File: src/rtl/simd_sat_alu.sv
// Two-stage SIMD saturating ALU: full-width and per-lane saturating add/sub plus shifts/rotate.
// S1 holds the accepted operation, S2 holds the computed result; both advance together unless the output is stalled.
module simd_sat_alu #(
    parameter int DATA_W = 16,
    parameter int LANE_W = 4,
    localparam int NLANES = DATA_W / LANE_W,
    localparam int SH_W = $clog2(DATA_W)
) (
    input  logic              clk,
    input  logic              rst_n,
    input  logic              in_valid,
    output logic              in_ready,
    input  logic [2:0]        op,
    input  logic [DATA_W-1:0] a,
    input  logic [DATA_W-1:0] b,
    input  logic [SH_W-1:0]   shamt,
    output logic              out_valid,
    input  logic              out_ready,
    output logic [DATA_W-1:0] result,
    output logic [NLANES-1:0] lane_ovfl,
    output logic [2:0]        flags,
    output logic [7:0]        sat_count
);

    localparam logic [2:0] OP_ADD    = 3'b000;
    localparam logic [2:0] OP_SUB    = 3'b001;
    localparam logic [2:0] OP_PADDSB = 3'b010;
    localparam logic [2:0] OP_PSUBSB = 3'b011;
    localparam logic [2:0] OP_SLL    = 3'b100;
    localparam logic [2:0] OP_SRA    = 3'b101;
    localparam logic [2:0] OP_ROR    = 3'b110;

    // Handshake: a transfer happens on a rising edge where valid & ready are both high;
    // in_ready is low only while a valid result waits for out_ready.
    logic stall;
    logic advance;
    assign stall    = out_valid & ~out_ready;
    assign advance  = ~stall;
    assign in_ready = advance;

    logic              s1_valid;
    logic [2:0]        s1_op;
    logic [DATA_W-1:0] s1_a;
    logic [DATA_W-1:0] s1_b;
    logic [SH_W-1:0]   s1_shamt;

    always_ff @(posedge clk or negedge rst_n) begin
        if (!rst_n) begin
            s1_valid <= 1'b0;
            s1_op    <= '0;
            s1_a     <= '0;
            s1_b     <= '0;
            s1_shamt <= '0;
        end else if (advance) begin
            s1_valid <= in_valid;
            s1_op    <= op;
            s1_a     <= a;
            s1_b     <= b;
            s1_shamt <= shamt;
        end
    end

    logic              sub_full;
    logic [DATA_W-1:0] b_full;
    logic [DATA_W-1:0] sum_full;
    logic              ovf_full;
    logic [DATA_W-1:0] sat_full;
    logic              sub_lane;
    logic [LANE_W-1:0] la;
    logic [LANE_W-1:0] lb;
    logic [LANE_W-1:0] ls;
    logic              lo;
    logic [DATA_W-1:0] lane_res;
    logic [NLANES-1:0] lane_o;
    logic [SH_W:0]     rot_back;
    logic [DATA_W-1:0] nxt_result;
    logic [NLANES-1:0] nxt_ovfl;
    logic [2:0]        nxt_flags;

    always_comb begin
        sub_full = (s1_op == OP_SUB);
        b_full   = sub_full ? ~s1_b : s1_b;
        sum_full = s1_a + b_full + {{(DATA_W-1){1'b0}}, sub_full};
        ovf_full = (s1_a[DATA_W-1] == b_full[DATA_W-1]) && (sum_full[DATA_W-1] != s1_a[DATA_W-1]);
        sat_full = s1_a[DATA_W-1] ? {1'b1, {(DATA_W-1){1'b0}}} : {1'b0, {(DATA_W-1){1'b1}}};

        // Each lane is an independent saturating adder; no carry crosses a lane boundary.
        sub_lane = (s1_op == OP_PSUBSB);
        la       = '0;
        lb       = '0;
        ls       = '0;
        lo       = 1'b0;
        lane_res = '0;
        lane_o   = '0;
        for (int i = 0; i < NLANES; i++) begin
            la = s1_a[i*LANE_W +: LANE_W];
            lb = sub_lane ? ~s1_b[i*LANE_W +: LANE_W] : s1_b[i*LANE_W +: LANE_W];
            ls = la + lb + {{(LANE_W-1){1'b0}}, sub_lane};
            lo = (la[LANE_W-1] == lb[LANE_W-1]) && (ls[LANE_W-1] != la[LANE_W-1]);
            if (lo) begin
                ls = la[LANE_W-1] ? {1'b1, {(LANE_W-1){1'b0}}} : {1'b0, {(LANE_W-1){1'b1}}};
            end
            lane_res[i*LANE_W +: LANE_W] = ls;
            lane_o[i] = lo;
        end

        rot_back = (SH_W+1)'(DATA_W) - {1'b0, s1_shamt};

        nxt_result = '0;
        nxt_ovfl   = '0;
        nxt_flags  = flags;
        case (s1_op)
            OP_ADD, OP_SUB: begin
                nxt_result = ovf_full ? sat_full : sum_full;
                nxt_ovfl   = {NLANES{ovf_full}};
                nxt_flags  = {nxt_result[DATA_W-1], ovf_full, nxt_result == '0};
            end
            OP_PADDSB, OP_PSUBSB: begin
                nxt_result = lane_res;
                nxt_ovfl   = lane_o;
                nxt_flags  = {flags[2:1], lane_res == '0};
            end
            OP_SLL, OP_SRA, OP_ROR: begin
                if (s1_op == OP_SLL) begin
                    nxt_result = s1_a << s1_shamt;
                end else if (s1_op == OP_SRA) begin
                    nxt_result = DATA_W'($signed(s1_a) >>> s1_shamt);
                end else begin
                    nxt_result = (s1_a >> s1_shamt) | (s1_a << rot_back);
                end
                nxt_flags = {flags[2:1], nxt_result == '0};
            end
            default: begin
                nxt_result = '0;
                nxt_ovfl   = '0;
                nxt_flags  = flags;
            end
        endcase
    end

    always_ff @(posedge clk or negedge rst_n) begin
        if (!rst_n) begin
            out_valid <= 1'b0;
            result    <= '0;
            lane_ovfl <= '0;
            flags     <= '0;
            sat_count <= '0;
        end else if (advance) begin
            out_valid <= s1_valid;
            if (s1_valid) begin
                result    <= nxt_result;
                lane_ovfl <= nxt_ovfl;
                flags     <= nxt_flags;
                if ((|nxt_ovfl) && (sat_count != 8'hFF)) begin
                    sat_count <= sat_count + 8'd1;
                end
            end
        end
    end

endmodule

File: config.mk
export PLATFORM = sky130hd
export DESIGN_NAME = simd_sat_alu
export DESIGN_NICKNAME = d
export VERILOG_FILES = /design/src/rtl/simd_sat_alu.sv
export SDC_FILE = /design/constraint.sdc
export NUM_CORES = 1
export LEC_CHECK = 0
export CORE_ASPECT_RATIO = 0.5
export CORE_UTILIZATION = 35
export CTS_CLUSTER_DIAMETER = 30
export DETAILED_ROUTE_END_ITERATION = 6
export MAX_ROUTING_LAYER = met4
export SLEW_MARGIN = 20
export SYNTH_ARGS = -nofsm -noshare
export SYNTH_HDL_FRONTEND = slang
export SYNTH_SLANG_ARGS = --single-unit
File: constraint.sdc
create_clock -name clk -period 7.4 [get_ports clk]
set_input_delay 1.48 -clock clk [delete_from_list [all_inputs] [get_ports clk]]
set_output_delay 1.48 -clock clk [all_outputs]
set_load 0.05 [all_outputs]
# Word-level counts from Yosys, hierarchy flattened
# Index checks and enable logic that the tools add are counted.
# totals
register_bits	72
output_inout_bits	33
elab_cells	95
# classes
n_addsub	12
eq_ne	17
shift	4
muxes	21
n_bitwise	11
reduce_logical	19
# ops
op	count
2-to-1 mux 16 bit	6
zero test 16 bit	3
2-to-1 mux 4 bit	12
case mux 16 bit (3 select lines)	1
adder 16 x 1 -> 16 bit	1
adder 16 bit	1
adder 4 x 1 -> 4 bit	4
adder 4 bit	4
NOT 16 bit	1
NOT 4 bit	4
OR 16 bit	1
left shift 16 x 4 -> 16 bit	1
left shift 16 x 5 -> 16 bit	1
>> shifter 16 x 4 -> 16 bit	1
>>> shifter 16 x 4 -> 16 bit	1
equality test 3 bit (second input constant)	3
case mux 3 bit (3 select lines)	1
adder 8 x 1 -> 8 bit (second input constant)	1
!= test 8 bit (second input constant)	1
case mux 4 bit (2 select lines)	1
equality test 3 x 2 -> 1 bit (second input constant)	2
logical AND 1 bit	6
AND reduction 3 bit	2
equality test 1 bit	5
other kinds (12)	20

# Depth between registers and ports, before layout
# depth
ltp_word	10
depth_mapped	24
depth_no_buf	19

# Worst setup path after synthesis
# OpenSTA, ideal clock, no wires.
# synth_path
path_kind	register -> register
startpoint	register s1_op[2]
endpoint	register sat_count[1]
t_arrival_ns	5.474
t_required_ns	7.275
setup_slack_ns	1.801
stages_incl_launch_ff	23
n_path_buf	4
synth_period_minus_slack_ns	5.599
path_cell_list	dfrtp_1 > buf_2 > or3b_2 > buf_2 > buf_1 > xnor2_1 > ha_1 > o21ai_0 > o21bai_1 > or3_1 > o21a_1 > o21ai_0 > nand2b_1 > a21oi_1 > fa_1 > and3_1 > mux2i_1 > nand2_1 > o21ai_1 > a31oi_1 > o311a_1 > buf_2 > mux2_4
# synth_between
elab_chain_len	10
elab_cells_between_ends	40
cone_classes	add/sub: 10; eq/ne: 13; mux: 6; reduce/logical: 11
# synth_lines
element	line	rtl
from (decl)	42	logic [2:0] s1_op;
from (signal assigned)	56	s1_op <= op;
equality test 3 x 1 -> 1 bit / equality test 3 x 2 -> 1 bit (equally long branches)	81, 112, 88	
2-to-1 mux 16 bit / 2-to-1 mux 4 bit (equally long branches)	82, 97	
adder 16 bit / adder 4 bit (equally long branches)	83, 98	
adder 16 x 1 -> 16 bit / adder 4 x 1 -> 4 bit (equally long branches)	83, 98	
!= test 1 bit (on tied branches)	84, 99	
logical AND 1 bit (on tied branches)	84, 99	
case mux 4 bit (2 select lines) (*)	112	case (s1_op)
OR reduction 4 bit (*)	154	if ((|nxt_ovfl) && (sat_count != 8'hFF)) begin
logical AND 1 bit (*)	154	
AND reduction 3 bit (no source line) (*)	-	
to (signal assigned)	155	sat_count <= sat_count + 8'd1;
to (decl)	22	output logic [7:0] sat_count
# Every way passes the cells marked *; elsewhere a longest branch is shown, timed or not.
# A chain may end at the register's enable or synchronous reset.

# Worst setup path after layout
# layout_path
startpoint	register s1_op[0]
endpoint	register sat_count[1]
# The elaborated chain is that of the path after synthesis.

==> flow_summary_export.csv <==
group,metric,value,unit
worst_setup_path,endpoint,"sat_count[1]$_DFFE_PN0P_",
logic_synthesis,ys.flop_type,"dfrtp_1",
grt,grt.total_usage,25.4,%
sta,setup_slack,0.976,ns
logic_synthesis,syn_area,0.00787,mm^2
clock_tree,cts_buffers,9,
clock_tree,cts_root_buffer,"clkbuf_16",
layout,syn_to_final_growth,14.8,%
logic_synthesis,ys_seq_area_share,22.9,%
sta,max_slew_margin,36.0,%
routing,drt_iter0_markers,646,
logic_synthesis,ys_warn_count,0,
die,die_h,108,um
grt,overflow,0,
sta,worst_pin_slew,0.960,ns
grt,grt_pass1_wl,43200,um
worst_setup_path,cp_slowest_stage_delay,0.85,ns
die,die_area,0.0231,mm^2
logic_synthesis,synth.area.top_cells,"dfrtp_1 23%, mux4_2 10%, mux2_2 7.3%",
worst_setup_path,crit_start,"s1_op[0]$_DFFE_PN0N_",
worst_setup_path,end_kind,"flop",
worst_setup_path,path_buf_inv,0,
worst_setup_path,worstSetupPathDepth,18,
logic_synthesis,syn_inst,868,
run,drv_cap,0,
worst_setup_path,r2r_slack,0.98,ns
power,irDropWorstVdd,0.000194,V
placement,placed_cell_area,0.00875,mm^2
logic_synthesis,synth.distinct_cells,80,
die,die_w,214,um
layout,drive_gt1_share,15.9,%
layout,final_nets,971,
run_status,outcome,"finished clean",
min_path,min_path_type,"flop to flop",
die,row_count,38,
sta,grt_setup_unrepaired,"false",
clock_tree,clk_latency,0.35,ns
clock_tree,clock_sinks,72,
sta,max_freq,156,MHz
worst_setup_path,crit_slowest_cell,"dfrtp_1",
clock_tree,cts_resized,0,
logic_synthesis,yosys.area.top_type,"dfrtp_1",
die,coreArea,0.0219,mm^2
worst_setup_path,path_cells,"or3b_2 -> xnor2_1 -> ha_1 -> a211oi_1 -> o21bai_1 -> or3_1 -> o21a_1 -> o21ai_0 -> nand2b_1 -> a21oi_1 -> fa_1 -> and3b_1 -> mux2i_1 -> nand2_1 -> o21ai_1 -> a31oi_1 -> o311a_1 -> mux2_4",
worst_setup_path,r2r_end,"sat_count[1]$_DFFE_PN0P_",
die,pin_count,76,
power,p_clk_share,14.6,%
clock_tree,post-cts-setup-buffers,0,
clock_tree,clk_path_buf_depth,2,
logic_synthesis,synth_top_area_share,22.9,%
routing,wl_per_cell,23.2,um
grt,antenna_found_initial,0,
worst_setup_path,worstPathRequired,7.63,ns
layout,final_common_cell,"nand2_1",
power,internal_power,1450,uW
routing,drc,0,
worst_setup_path,criticalPathCategory,"flop to flop",
power,p_sw,1460,uW
worst_setup_path,r2r_cells,18,
logic_synthesis,syn_area_per_cell,9.06,um^2
sta,setup_tns,0,ns
routing,via_count,7395,
routing,wirelength,27900,um
worst_setup_path,start_kind,"flop",
sta,hold_viol_final,0,
power,leakagePower,0.00353,uW
logic_synthesis,synth-seq-cells,72,
placement,place.gp.congestion,0.970,
grt,grt_max_degree,73,
worst_setup_path,path_delay_family,"compound AO/OA/AOI/OAI gates",
sta,setup_viol,0,
logic_synthesis,synth.net_count,945,
logic_synthesis,synth_edf_count,0,
placement,dp_hpwl,20500,um
sta,fin_crit_sh,86.8,%
worst_setup_path,r2r_start,"s1_op[0]$_DFFE_PN0N_",
clock_tree,cts_max_level,3,
power,p_seq_share,21.7,%
routing,antenna_left,0,
sta,slew_violations,0,
routing,avgViaCountPerCell,6.17,
grt,grt_pass1_vias,7279,
clock_tree,hold_buffers,0,
power,swShare,50.2,%
layout,final_cell_mix,"85 x nand2_1, 74 x clkdlybuf4s50_1, 70 x dfrtp_1",
power,p_per_area,322,mW/mm^2
placement,port_buffers,75,
power,power_frac_comb,63.7,%
layout,antenna_cells,0,
clock_tree,cts_tree,"yes",
clock_tree,clk_pin_slew_worst_paths,0.06,ns
die,start_util,36.0,%
routing,dr.pass1.iters,5,
worst_setup_path,cp_max_fo,19,
layout,fin_area,0.00903,mm^2
placement,pre_cts_ws,1.03,ns
logic_synthesis,synth-async-reset-ratio,100,%
worst_setup_path,cp_data_arrival_time,6.66,ns
sta,post-route-min-period,6.42,ns
sta,fin_skew,0.00840,ns
synth_stat cells (9+ instances only):
cell      count
nor2_1       56
xnor2_1      37
nor3_1       10
a31oi_1      12
dfrtp_1      72
clkbuf_1     40
buf_2        19
mux2_2       51
xor2_1       11
inv_1        16
o21ai_0      55
o21bai_1     11
a21o_1        9
ha_1         24
o211ai_1     10
a21oi_1      54
a211oi_1     10
nand3_1      12
mux2i_1      32
nand4_1      13
nor4_1        9
nand2_1      85
mux4_2       36
fa_1         10
stage by stage:
step / util, % / power [uW] / hold WS, ns / std cells
floorplan: - / 1900 / 0.467 / 868
global placement: 40.0 / 2450 / 0.452 / 1183
detailed placement: 40.0 / 2460 / 0.460 / 1183
CTS: 41.3 / 2890 / 0.472 / 1199
global route: 41.3 / 3080 / 0.494 / 1199
finish: 41.3 / 2910 / 0.469 / 1199
cells by family (layout without fill, tap and decap cells):
family                   count (synthesis)  after routing  share of synthesized area, %
flip-flops                              72             72                          22.9
multiplexers                           124            124                          22.6
AND/OR/NAND/NOR                        246            246                          15.8
XOR/XNOR                                49             49                          5.55
AO/OA/AOI/OAI                          252            252                          21.5
buffers and inverters                   91            122                          5.23
adder cells (fa/ha/maj)                 34             34                          6.36
per-layer routing:
layer | track usage [%] | vias up | wire length, um
li1 | - | 3352 | -
met1 | 33.4 | 3672 | 12500
met2 | 38.8 | 320 | 12400
met3 | 5.46 | 51 | 2160
met4 | 8.38 | 0 | 760
met5 | - | - | 0
tightest hold or removal path, delay by kind of cell (launching register included):
family        cells  cell delay [ns]
simple gates      2             0.10
flops             1             0.34
power groups by stage:
| stage | sequential (uW) | clock, uW | combinational [uW] |
|---|---|---|---|
| 6_report | 631 | 424 | 1860 |
| 5_1_grt | 645 | 448 | 1990 |
| 4_1_cts | 628 | 431 | 1830 |
| 3_5_place_dp | 635 | 0 | 1820 |
| 3_3_place_gp | 632 | 0 | 1820 |
| 2_1_floorplan | 810 | 0 | 1090 |
flip-flops by register name, summed over array words and instances (netlist names):
name / flops
result: 16
s1_a: 16
s1_b: 16
sat_count: 8
lane_ovfl: 4
s1_shamt: 4
flags: 3
s1_op: 3
out_valid: 1
s1_valid: 1
cell type report:
class                   count  area (um^2)
inverters                  18         67.6
clock inverters             6         43.8
well taps                 300          375
multi-input cells         705         5650
fillers                  2210        12800
repair buffers             88          846
clock buffers              10          239
flip-flops and latches     72         1800
worst min-delay path by stage:
stage                        endpoint              startpoint  cells after the start  slack [ns]
2_1_floorplan   out_valid$_DFFE_PN0N_    s1_valid$_DFFE_PN0N_                      1        0.47
3_3_place_gp   result[15]$_DFFE_PN0P_  result[15]$_DFFE_PN0P_                      2        0.45
3_5_place_dp   result[15]$_DFFE_PN0P_  result[15]$_DFFE_PN0P_                      2        0.46
4_1_cts        result[15]$_DFFE_PN0P_  result[15]$_DFFE_PN0P_                      2        0.47
5_1_grt        result[15]$_DFFE_PN0P_  result[15]$_DFFE_PN0P_                      2        0.49
6_report       result[15]$_DFFE_PN0P_  result[15]$_DFFE_PN0P_                      2        0.47
Power figures use the tool's default switching activity.
==> RTL change 1: new RTL, same flow settings <==
The parameter `DATA_W` goes from 16 to 32.
--- a/src/rtl/simd_sat_alu.sv
+++ b/src/rtl/simd_sat_alu.sv
@@ -1,7 +1,7 @@
 // Two-stage SIMD saturating ALU: full-width and per-lane saturating add/sub plus shifts/rotate.
 // S1 holds the accepted operation, S2 holds the computed result; both advance together unless the output is stalled.
 module simd_sat_alu #(
-    parameter int DATA_W = 16,
+    parameter int DATA_W = 32,
     parameter int LANE_W = 4,
     localparam int NLANES = DATA_W / LANE_W,
     localparam int SH_W = $clog2(DATA_W)
Interface: changed (5 resized); port bits go from 76 to 129. The function was not compared with the original's and may differ.
==> RTL change 1 against the original RTL <==
- via count rose by 120%
- clock power rose by 110%
- total power is 120% higher
- final cell count is 110% higher
- final area is 110% higher
- routed wire length rose to 2.7 times the old value
- synthesized area grew 110%
- hold slack better by 0.0081 ns
- setup slack got worse by 0.082 ns
- sequential cell count rose by 53
- sequential share of layout area fell by 3.2 points
==> RTL change 1: results <==
pwr:
  cellLeakagePower_nw: 7.21
  ir_worst_vdd_uv: 142
clock_tree:
  cts_buffer_depth: 2
  ctsHtreeMaxLevel: 4
  post_cts_buffers: 0
  clk_latency_ns: 0.45
  cts.repair.resized: 0
  cts_made_buffers: 17
  root_buffer: "clkbuf_16"
  clk_pin_slew_ns: 0.07
global_routing:
  grt_pass1_wl_mm: 109
  met2_usage: 0.471
  grt.overflow.total: 0
  first_global_vias: 15500
  met3_usage: 0.0642
  antenna_found_initial: 2
  grt_usage: 0.322
  top_usage_layer: "met2"
  grt_max_degree: 72
  grt_util_met1: 0.451
placed_design:
  gp_congestion: 1.04
  place_hpwl_mm: 56.9
  port_buffers: 128
outcome:
  status: "finished, final reports clean"
worst_hold_path:
  hold_path_class: "reg2reg"
  worstHoldStart: "lane_ovfl[5]"
  hold_path_depth: 2
  hold-path-endpoint: "lane_ovfl[5]"
routing:
  wl_per_cell_um: 29.7
  dr.first_iter.drc_count: 2592
  drt_pass1_iterations: 6
  via_per_inst: 6.53
sta:
  worst_pin_slew_ns: 1.09
  clock-skew-final_ns: 0.0173
synthesis:
  synthTopCellsByArea: "dfrtp_1, mux4_2, mux2_2"
  synth_cell_types: 83
  ys_seq_area_frac: 0.191
  ys.flop_type: "dfrtp_1"
  synth_common_cells: "nand2_1, nor2_1, o21ai_0, a21oi_1, clkbuf_1"
  synth_warnings: 0
  async_flop_share: 1.00
finish:
  final_net_count: 2022
  reg_top3: "result x32, s1_a x32, s1_b x32"
  drive_gt1_frac: 0.188
critical_path:
  r2r-end: "flags[0]"
  crit_family: "simple AND/OR/NAND/NOR gates"
  max_stage_delay_ns: 0.59
  slowest_stage: "fa_1"
  r2r_start: "s1_op[1]"
  worstPathArrival_ns: 6.83
  rrSetupSlack_ns: 0.89
  path_max_fanout: 34
  r2r_cells: 22
==> RTL change 1: worst reg2reg max path: cells and delay by family (launching register included) <==
family,cells,cell delay (ns)
xor gates and xnor gates,1,0.20
DFF,1,0.38
AOI/OAI and AO/OA,7,1.68
buffers and inverters,1,0.51
adders and majority gates,2,1.07
and+or+nand+nor,11,2.56
==> RTL change 1: cells by family (layout without fill, tap and decap cells) <==
family / count (synthesis) / after routing / share of synthesized area
other cells: 0 / 2 / 0
fa+ha+maj: 67 / 67 / 0.0595
compound gates: 530 / 530 / 0.209
buf+inv: 218 / 261 / 0.0587
mux: 281 / 281 / 0.275
flops: 125 / 125 / 0.191
simple gates: 516 / 516 / 0.146
xor+xnor: 112 / 112 / 0.0599
==> RTL change 1: how the worst max path moves through the flow <==
stage                     slack, ns       end  startpoint  depth (start not counted)
after detailed placement       1.00  flags[0]    s1_op[1]                         22
final                          0.89  flags[0]    s1_op[1]                         22
after global placement         1.06  flags[0]    s1_op[1]                         22
after global routing           0.48  flags[0]    s1_op[1]                         25
after floorplan                1.64  flags[0]    s1_op[2]                         27
after CTS                      0.93  flags[0]    s1_op[1]                         22
==> RTL change 1: metal layers <==
layer  share of wire  vias up
met5               0        -
met4           0.026        0
met3            0.11      116
met2            0.43      972
met1            0.43     8306
li1                -     7059
==> RTL change 1: final cells by class <==
type | instances | area (um2)
fill | 4614 | 26900
multi-input combinational | 1506 | 12300
timing repair buffer | 194 | 1790
clock inverter | 14 | 148
inverter | 35 | 131
tap | 627 | 785
antenna | 2 | 5.00
sequential | 125 | 3140
clock buffer | 18 | 439
==> RTL change 1: through the flow <==
stage	cell area (um2)	setup slack, ns	std cells	util	hold slack (ns)
CTS	18800	0.927	2519	0.411	0.484
floorplan	16400	1.64	1849	-	0.509
finish	18800	0.894	2521	0.411	0.477
detailed placement	18200	1.00	2487	0.398	0.468
global placement	18200	1.06	2487	0.398	0.467
global route	18800	0.480	2521	0.411	0.514
==> RTL change 1: power by group <==
| group | total (mW) | internal (mW) | switching (mW) |
|---|---|---|---|
| combinational | 4.47 | 1.61 | 2.86 |
| clock | 0.887 | 0.485 | 0.402 |
| sequential | 1.09 | 0.853 | 0.236 |
| total | 6.45 | 2.95 | 3.50 |
==> RTL change 2: new RTL, config.mk and constraints unchanged <==
Made on the original files. Reset style: synchronous (`rst_n`), changed in 2 clocked blocks.
--- a/src/rtl/simd_sat_alu.sv
+++ b/src/rtl/simd_sat_alu.sv
@@ -44,7 +44,7 @@
     logic [DATA_W-1:0] s1_b;
     logic [SH_W-1:0]   s1_shamt;
 
-    always_ff @(posedge clk or negedge rst_n) begin
+    always_ff @(posedge clk) begin
         if (!rst_n) begin
             s1_valid <= 1'b0;
             s1_op    <= '0;
@@ -138,7 +138,7 @@
         endcase
     end
 
-    always_ff @(posedge clk or negedge rst_n) begin
+    always_ff @(posedge clk) begin
         if (!rst_n) begin
             out_valid <= 1'b0;
             result    <= '0;
Check against the original RTL: differs if rst_n is asserted again (counterexample within 4 cycles, from zero or initial values and one cycle with rst_n low); with rst_n held inactive, the same outputs for 4 cycles.
==> RTL change 2 against the original RTL <==
- first-iteration DRC count up 34%
- routed wire length up 3.7%
- sequential cell count unchanged
- final area up 0.33%
- clock skew up 0.0022 ns
- setup slack better by 0.18 ns
- synthesized area down 0.91%
- critical path type unchanged
Power is not compared: it rests on default switching activity, and its combinational part moved more than twofold at a synthesized area within 25%.
==> RTL change 2: results <==
outcome:
  status: "finished, final reports clean"
worst_hold_path:
  hold_path_class: "reg2reg"
synthesis:
  synth_cells: 1020
  ys_seq_area_frac: 0.185
  async_flop_share: 0
  synth_cell_types: 84
  synthTopCellsByArea: "dfxtp_1, mux4_2, nand2_1"
  synth_common_cells: "nand2_1, a21oi_1, dfxtp_1, nor2_1, clkbuf_1"
  ys.flop_type: "dfxtp_1"
  synth_edf_count: 0
routing:
  dr.first_iter.drc_count: 863
  drt-met1-wl_mm: 13.4
  num_vias: 8177
  via_per_inst: 6.08
  wl_met3_mm: 2.36
  met2_length_mm: 12.8
  routed.top_layer: "met4"
  wl_per_cell_um: 21.5
sta:
  relSlewSlack: 0.334
  clock.fmax_mhz: 160
  clock-skew-final_ns: 0.0106
  hold-worst-slack_ns: 0.449
placed_design:
  gp_congestion: 0.951
  place_hpwl_mm: 21.2
  dp.cells: 1328
  dpl_cell_area_um2: 8720
  port_buffers: 75
  place_ws_ns: 1.24
finish:
  drive_gt1_frac: 0.110
  antenna_cells: 0
  reg_top3: "result x16, s1_a x16, s1_b x16"
  final_net_count: 1116
clock_tree:
  cts_buffer_depth: 2
  cts.repair.resized: 0
  ctsHtreeMaxLevel: 3
  root_buffer: "clkbuf_16"
global_routing:
  antenna_found_initial: 0
  grt_util_met1: 0.375
  first_global_vias: 7619
  grt.overflow.total: 0
  met3_usage: 0.0365
  grt_pass1_wl_mm: 45.0
  met2_usage: 0.399
  grt_usage: 0.264
  grt_max_degree: 66
pwr:
  cellLeakagePower_nw: 3.42
  ir_worst_vdd_uv: 105
critical_path:
  path_max_fanout: 16
  worstPathArrival_ns: 6.45
==> RTL change 2: cell types whose count changed in the layout (fill, tap and decap cells not counted), sizes merged, moves of 9 or more <==
cell / unedited run / this run
nand2: 86 / 169
dfrtp: 72 / 0
dfxtp: 0 / 72
a21oi: 54 / 107
mux2: 56 / 17
nand3: 12 / 26
buf: 14 / 24
nor2: 56 / 65
==> RTL change 2: final cells by class <==
cell class | count | area (um2)
inverter | 25 | 93.8
clock buffer | 10 | 229
multi-input combinational | 832 | 5870
tap | 300 | 375
clock inverter | 6 | 115
sequential | 72 | 1440
timing repair buffer | 99 | 931
fill | 2206 | 12700
==> RTL change 2: path summary, 6_finish.rpt <==
check             from           end  cells after the start
min reg2reg  result[4]     result[4]                      2
max reg2reg   s1_op[0]  sat_count[4]                     20
min          result[4]     result[4]                      2
max           s1_op[0]  sat_count[4]                     20
==> RTL change 2: logic make-up (layout without fill, tap and decap cells) <==
group,count (synthesis),in the layout,share of synthesized area
simple gates,354,354,0.210
compound gates,310,310,0.257
buf+inv,116,140,0.0626
mux,85,85,0.162
flops,72,72,0.185
xor+xnor,49,49,0.0604
fa+ha+maj,34,34,0.0642
==> RTL change 2: critical path, stage by stage, from the launching register on <==
cell       delay [ns]
dfxtp_1          0.69
or3b_1           0.67
xnor2_1          0.36
ha_1             0.31
nand4_1          0.13
o2111ai_2        0.19
a311oi_1         0.54
o21ai_2          0.16
o21a_1           0.18
o21ai_0          0.14
nand2b_1         0.07
a21oi_1          0.21
fa_1             0.53
nor3b_1          0.30
mux2_2           0.33
nor3_1           0.07
a311oi_1         0.40
o31a_1           0.41
and4_1           0.25
xnor2_1          0.11
nor2_1           0.05
==> RTL change 2: power breakdown <==
group / switching, mW / internal [mW]
clock network: 0.191 / 0.332
logic: 0.436 / 0.272
registers: 0.0356 / 0.412
